<file path="config.mk">
export PLATFORM = sky130hd
export DESIGN_NAME = instr_fetch_ctrl
export DESIGN_NICKNAME = d
export VERILOG_FILES = /design/src/rtl/instr_fetch_ctrl.sv
export SDC_FILE = /design/constraint.sdc
export NUM_CORES = 1
export LEC_CHECK = 0
export BUFFER_PORTS_ARGS = -buffer_cell sky130_fd_sc_hd__buf_4
export CELL_PAD_IN_SITES_DETAIL_PLACEMENT = 0
export CELL_PAD_IN_SITES_GLOBAL_PLACEMENT = 1
export CORE_MARGIN = 2
export CORE_UTILIZATION = 39
export CTS_CLUSTER_DIAMETER = 30
export CTS_CLUSTER_SIZE = 16
export DETAILED_ROUTE_END_ITERATION = 7
export PLACE_DENSITY = 0.82
export SLEW_MARGIN = 30
export SYNTH_ARGS = -nofsm -noshare
export SYNTH_HDL_FRONTEND = slang
export SYNTH_SLANG_ARGS = --single-unit
</file>
<file path="constraint.sdc">
create_clock -name clk -period 5.54 [get_ports clk]
set_input_delay 0 -clock clk [delete_from_list [all_inputs] [get_ports clk]]
set_output_delay 0 -clock clk [all_outputs]
set_load 0.005 [all_outputs]
</file>
<file path="src/rtl/instr_fetch_ctrl.sv">
// Instruction fetch controller: issues one fetch at a time to instruction
// memory, waits a fixed latency, captures the word into a 2-entry buffer
// and presents the buffer head to decode. Redirects flush and re-steer.
module instr_fetch_ctrl #(
  parameter int unsigned MEM_LAT   = 2,
  parameter int unsigned MEM_BYTES = 40,
  parameter int unsigned RESET_PC  = 0
) (
  input  logic        clk,
  input  logic        rst_n,
  input  logic        halt,
  input  logic        redirect_valid,
  input  logic [31:0] redirect_pc,
  output logic [31:0] imem_addr,
  input  logic [31:0] imem_instr,
  output logic        fetch_valid,
  input  logic        fetch_ready,
  output logic [31:0] fetch_instr,
  output logic [31:0] fetch_pc,
  output logic        addr_err
);

  localparam int unsigned CNT_W      = 4;
  localparam int unsigned ADDR_W     = 32;
  localparam logic [ADDR_W-1:0] RESET_ADDR = ADDR_W'(RESET_PC);
  localparam logic [CNT_W-1:0]  LAT_LOAD   = CNT_W'(MEM_LAT - 1);
  localparam logic [ADDR_W:0]   MEM_LIMIT  = (ADDR_W+1)'(MEM_BYTES);

  typedef enum logic {
    IDLE = 1'b0,
    WAIT = 1'b1
  } state_t;

  state_t state_q, state_d;

  logic [ADDR_W-1:0] pc_q;
  logic [CNT_W-1:0]  cnt_q;
  logic [1:0]        count_q;
  logic              wr_ptr_q;
  logic              rd_ptr_q;
  logic [31:0]       buf_instr_q [2];
  logic [31:0]       buf_pc_q    [2];
  logic              addr_err_q;

  logic              issue;
  logic              capture;
  logic              pop;
  logic [ADDR_W:0]   pc_plus4;
  logic [ADDR_W-1:0] pc_seq_next;
  logic              redirect_oob;
  logic [ADDR_W-1:0] redirect_target;

  // Sequential successor of pc with wrap at the end of instruction memory
  always_comb begin
    pc_plus4    = {1'b0, pc_q} + (ADDR_W+1)'(4);
    pc_seq_next = (pc_plus4 >= MEM_LIMIT) ? RESET_ADDR : pc_plus4[ADDR_W-1:0];
  end

  // Redirect target: word-aligned, out-of-range targets fall back to reset pc
  always_comb begin
    redirect_oob    = ({1'b0, redirect_pc} >= MEM_LIMIT);
    redirect_target = redirect_oob ? RESET_ADDR : {redirect_pc[31:2], 2'b00};
  end

  // FSM state register
  always_ff @(posedge clk) begin
    if (!rst_n) begin
      state_q <= IDLE;
    end else begin
      state_q <= state_d;
    end
  end

  // Next-state and issue/capture decode; redirect overrides everything
  always_comb begin
    state_d = state_q;
    issue   = 1'b0;
    capture = 1'b0;
    case (state_q)
      IDLE: begin
        if (!halt && (count_q < 2'd2)) begin
          issue   = 1'b1;
          state_d = WAIT;
        end
      end
      WAIT: begin
        if (cnt_q == '0) begin
          capture = 1'b1;
          state_d = IDLE;
        end
      end
      default: state_d = IDLE;
    endcase
    if (redirect_valid) begin
      issue   = 1'b0;
      capture = 1'b0;
      state_d = IDLE;
    end
  end

  assign fetch_valid = (count_q != 2'd0);
  assign pop         = fetch_valid && fetch_ready && !redirect_valid;

  // PC, latency counter and error pulse
  always_ff @(posedge clk) begin
    if (!rst_n) begin
      pc_q       <= RESET_ADDR;
      cnt_q      <= '0;
      addr_err_q <= 1'b0;
    end else if (redirect_valid) begin
      pc_q       <= redirect_target;
      cnt_q      <= '0;
      addr_err_q <= redirect_oob;
    end else begin
      addr_err_q <= 1'b0;
      if (issue) begin
        cnt_q <= LAT_LOAD;
      end else if ((state_q == WAIT) && (cnt_q != '0)) begin
        cnt_q <= cnt_q - CNT_W'(1);
      end
      if (capture) begin
        pc_q <= pc_seq_next;
      end
    end
  end

  // Two-entry fetch buffer; a redirect flushes it
  always_ff @(posedge clk) begin
    if (!rst_n) begin
      count_q  <= 2'd0;
      wr_ptr_q <= 1'b0;
      rd_ptr_q <= 1'b0;
      for (int i = 0; i < 2; i++) begin
        buf_instr_q[i] <= '0;
        buf_pc_q[i]    <= '0;
      end
    end else if (redirect_valid) begin
      count_q  <= 2'd0;
      wr_ptr_q <= 1'b0;
      rd_ptr_q <= 1'b0;
    end else begin
      if (capture) begin
        buf_instr_q[wr_ptr_q] <= imem_instr;
        buf_pc_q[wr_ptr_q]    <= pc_q;
        wr_ptr_q              <= ~wr_ptr_q;
      end
      if (pop) begin
        rd_ptr_q <= ~rd_ptr_q;
      end
      case ({capture, pop})
        2'b10:   count_q <= count_q + 2'd1;
        2'b01:   count_q <= count_q - 2'd1;
        default: count_q <= count_q;
      endcase
    end
  end

  assign imem_addr   = pc_q;
  assign fetch_instr = buf_instr_q[rd_ptr_q];
  assign fetch_pc    = buf_pc_q[rd_ptr_q];
  assign addr_err    = addr_err_q;

endmodule

</file>
==> metrics.log <==
INFO  metric grt_antenna_before_repair = 0
INFO  metric first_pass_grt_wire_length = 28.9 mm
INFO  metric worstPathBufferInverterCount = 2
INFO  metric core_region_area = 18800 µm²
INFO  metric yosys.cell_count.top_type = sky130_fd_sc_hd__edfxtp_1
INFO  metric min_period = 3.05 ns
INFO  metric area.growth.synth_to_final = 31.6%
INFO  metric cellInternalPower = 0.00209 W
INFO  metric status = completed
INFO  metric clk_transition_reported_paths = 0.06 ns
INFO  metric distinct_cells_synth = 60
INFO  metric die-height = 143 µm
INFO  metric slew-limit-headroom = 0.384
INFO  metric layout_nets = 848
INFO  metric total_switching_power = 0.000595 W
INFO  metric synthesis.area = 7540 µm²
INFO  metric die_area = 20500 µm²
INFO  metric setup_viol = 0
INFO  metric post_drt_wl_per_cell = 17.5 µm
INFO  metric timing_worst_setup_path_type = reg -> reg
INFO  metric dr_iter_0_viols = 432
INFO  metric route.antenna.remaining_nets = 0
INFO  metric netlist.area_leader.share = 0.494
INFO  metric routed_wirelength = 18.4 mm
INFO  metric crit_slowest_cell = sky130_fd_sc_hd__buf_4
INFO  metric p_leak = 4.15 nW
INFO  metric cp-start-kind = flip-flop
INFO  metric first_pass_iters = 5
INFO  metric route.vias.total = 5373
INFO  metric viasPerCell = 5.13
INFO  metric critical_path_arrival = 3.10 ns
INFO  metric ys_seq_elements = 165
INFO  metric power.combinational.fraction = 0.067
INFO  metric post_synth_most_frequent_cells = sky130_fd_sc_hd__edfxtp_1 (124), sky130_fd_sc_hd__and2_1 (82), sky130_fd_sc_hd__and3_1 (64)
INFO  metric dpl.hpwl = 11.3 mm
INFO  metric clock_sinks = 165
INFO  metric synth-warning-count = 0
INFO  metric post-synth-top-area-cell = sky130_fd_sc_hd__edfxtp_1
INFO  metric report.final.slew_viol_count = 0
INFO  metric worstPathRequired = 5.59 ns
INFO  metric globalRouteTotalUtil = 0.183
INFO  metric swShare = 0.222
INFO  metric ys_async_sr_fraction = 0
INFO  metric cpLargestDelayFamily = simple AND/OR/NAND/NOR gates
INFO  metric timing.clock.skew = 0.00729 ns
INFO  metric routabilityCongestion = 0.780
INFO  metric power.density = 270 nW/µm²
INFO  metric setup.worst_path.end_class = flip-flop
INFO  metric power_share_of_the_clock_group = 0.418
INFO  metric power.sequential.fraction = 0.514
INFO  metric count_of_input_and_output_buffers = 160
INFO  metric antennaDiodeCount = 0
INFO  metric synthTopCellsByArea = sky130_fd_sc_hd__edfxtp_1 (49%), sky130_fd_sc_hd__dfxtp_1 (11%), sky130_fd_sc_hd__mux2_2 (9.3%)
INFO  metric ir_worst_vdd = 0.000214 V
INFO  metric first_global_vias = 5663
INFO  metric cts.path.max_buffers = 2
INFO  metric setup_total_negative_slack = 0 ns
INFO  metric cpPeakStageDelay = 0.69 ns
INFO  metric cap_violations = 0
INFO  metric final_layout_size_suffix_gt1_frac = 0.357
INFO  metric synth_cells = 588
INFO  metric cts.repair.resized = 0
INFO  metric achievable-frequency = 328 MHz
INFO  metric floorplan.initialDensity = 0.400
INFO  metric period_share = 0.551
INFO  metric syn_area_per_cell = 12.8 µm²
INFO  metric utilization = 0.527
INFO  metric crit_path_cells = inv_1, ha_1, and4bb_1, nand2b_1, o21ai_4, buf_4
INFO  metric grt_start_max_net_pins = 72
INFO  metric power = 0.00268 W
INFO  metric critical_path.max_fanout = 52
INFO  metric rrSetupSlack = 2.49 ns
INFO  metric io-pin-count = 167
INFO  metric tritoncts = built
INFO  metric cts.root.buffer_cell = sky130_fd_sc_hd__clkbuf_16
INFO  metric die_w = 143 µm
INFO  metric clkLatencyLatePin = 0.43 ns
INFO  metric worst_min_path_class = in -> reg
INFO  metric clock_tree.htree_level_count = 4
INFO  metric route.detailed.drc = 0
INFO  metric tritoncts.num_buffers = 17
INFO  metric grt_remaining_overflow = 0
INFO  metric grt_setup_unrepaired = false
INFO  metric count_of_flip_flops_with_a_built_in_enable_after_synthesis = 124
INFO  metric report.final.hold_viol_count = 0
INFO  metric core.rowCount = 50
INFO  metric worst-slew-pin-transition = 0.924 ns
INFO  metric ys_seq_area_frac = 0.603
INFO  metric synth_ff_type = sky130_fd_sc_hd__edfxtp_1
[tightest hold or removal path: cells and delay by family]
| family | cells | cell delay [ns] |
|---|---|---|
| simple gates | 4 | 0.32 |
| buf+inv | 1 | 0.08 |
| compound gates | 2 | 0.24 |
[power groups by stage]
stage | clock network, W | registers (W) | logic [W]
6_report | 0.00112 | 0.00138 | 0.000181
4_1_cts | 0.00114 | 0.00138 | 0.000182
3_5_place_dp | 0 | 0.00141 | 0.000157
5_1_grt | 0.00119 | 0.00138 | 0.000197
2_1_floorplan | 0 | 0.00140 | 0.0000667
3_3_place_gp | 0 | 0.00140 | 0.000153
[worst paths after layout]
check                  from                 end  depth (start not counted)
max reg2reg        cnt_q[0]  buf_instr_q[0][17]                          6
min reg2reg        rd_ptr_q           flip-flop                          2
min          redirect_pc[7]        imem_addr[2]                          7
max                cnt_q[0]  buf_instr_q[0][17]                          6
[cells by family (layout without fill, tap and decap cells)]
family / after synthesis / after routing / share of synthesized area
mux: 63 / 63 / 0.0939
fa+ha+maj: 5 / 5 / 0.00830
xor+xnor: 16 / 16 / 0.0186
other cells: 1 / 4 / 0.000497
flops: 165 / 165 / 0.603
buf+inv: 53 / 249 / 0.0325
simple gates: 242 / 242 / 0.203
compound gates: 43 / 43 / 0.0408
[metrics by stage]
step	cell area, µm²	hold slack [ns]	setup slack [ns]	cells
floorplan	7550	0.121	1.18	591
global placement	8930	0.285	2.38	973
detailed placement	8950	0.291	2.48	973
CTS	9920	0.253	2.48	1047
global route	9920	0.289	2.19	1047
finish	9920	0.259	2.49	1047
[flip-flops by register name, summed over array words and instances (netlist names), named ones only]
signal / count
count_q: 2
cnt_q: 4
addr_err: 1
rd_ptr_q: 1
imem_addr: 30
buf_instr_q: 64
wr_ptr_q: 1
buf_pc_q: 60
state_q: 1
[cells in the final DEF, fill, tap and decap left out, types with 3 or more instances in the layout]
master	n
sky130_fd_sc_hd__a21oi_1	7
sky130_fd_sc_hd__dlygate4sd3_1	42
sky130_fd_sc_hd__conb_1	4
sky130_fd_sc_hd__nor3_1	5
sky130_fd_sc_hd__a211oi_1	5
sky130_fd_sc_hd__xor2_1	10
sky130_fd_sc_hd__edfxtp_1	124
sky130_fd_sc_hd__and3_1	64
sky130_fd_sc_hd__or3_1	4
sky130_fd_sc_hd__a41oi_1	3
sky130_fd_sc_hd__clkinvlp_4	3
sky130_fd_sc_hd__nand4_1	3
sky130_fd_sc_hd__nor4_1	21
sky130_fd_sc_hd__and2_1	82
sky130_fd_sc_hd__nor2_1	18
sky130_fd_sc_hd__clkinv_4	4
sky130_fd_sc_hd__o22ai_1	3
sky130_fd_sc_hd__a22oi_1	4
sky130_fd_sc_hd__clkbuf_16	17
sky130_fd_sc_hd__clkinv_1	3
sky130_fd_sc_hd__buf_4	165
sky130_fd_sc_hd__ha_1	5
sky130_fd_sc_hd__dfxtp_1	39
sky130_fd_sc_hd__inv_1	9
sky130_fd_sc_hd__nand2_1	9
sky130_fd_sc_hd__nand3_1	13
sky130_fd_sc_hd__xnor2_1	6
sky130_fd_sc_hd__nor3_4	3
sky130_fd_sc_hd__nand2b_1	3
sky130_fd_sc_hd__o21ai_0	3
sky130_fd_sc_hd__mux2_2	62
[cell type report]
type | instances | area (µm²)
fill | 1567 | 8910
sequential | 165 | 4550
multi-input combinational | 373 | 2790
timing repair buffer | 207 | 1660
clock buffer | 17 | 425
tap | 260 | 325
clock inverter | 15 | 133
inverter | 10 | 40.0
[metal layers]
metal / GRT usage / up-vias / wire length [µm]
li1: - / 2538 / -
met1: 0.219 / 2625 / 7780
met2: 0.321 / 179 / 9110
met3: 0.0389 / 31 / 1050
met4: 0.0730 / 0 / 421
met5: 0 / - / 0
[repair_timing]
item | 4_1_cts | 5_1_grt
hold buffers | 42 | 0
setup buffers | 0 | 0
endpoints found under the hold margin | 75 | 0
No activity file was read; power rests on OpenSTA's default activity.
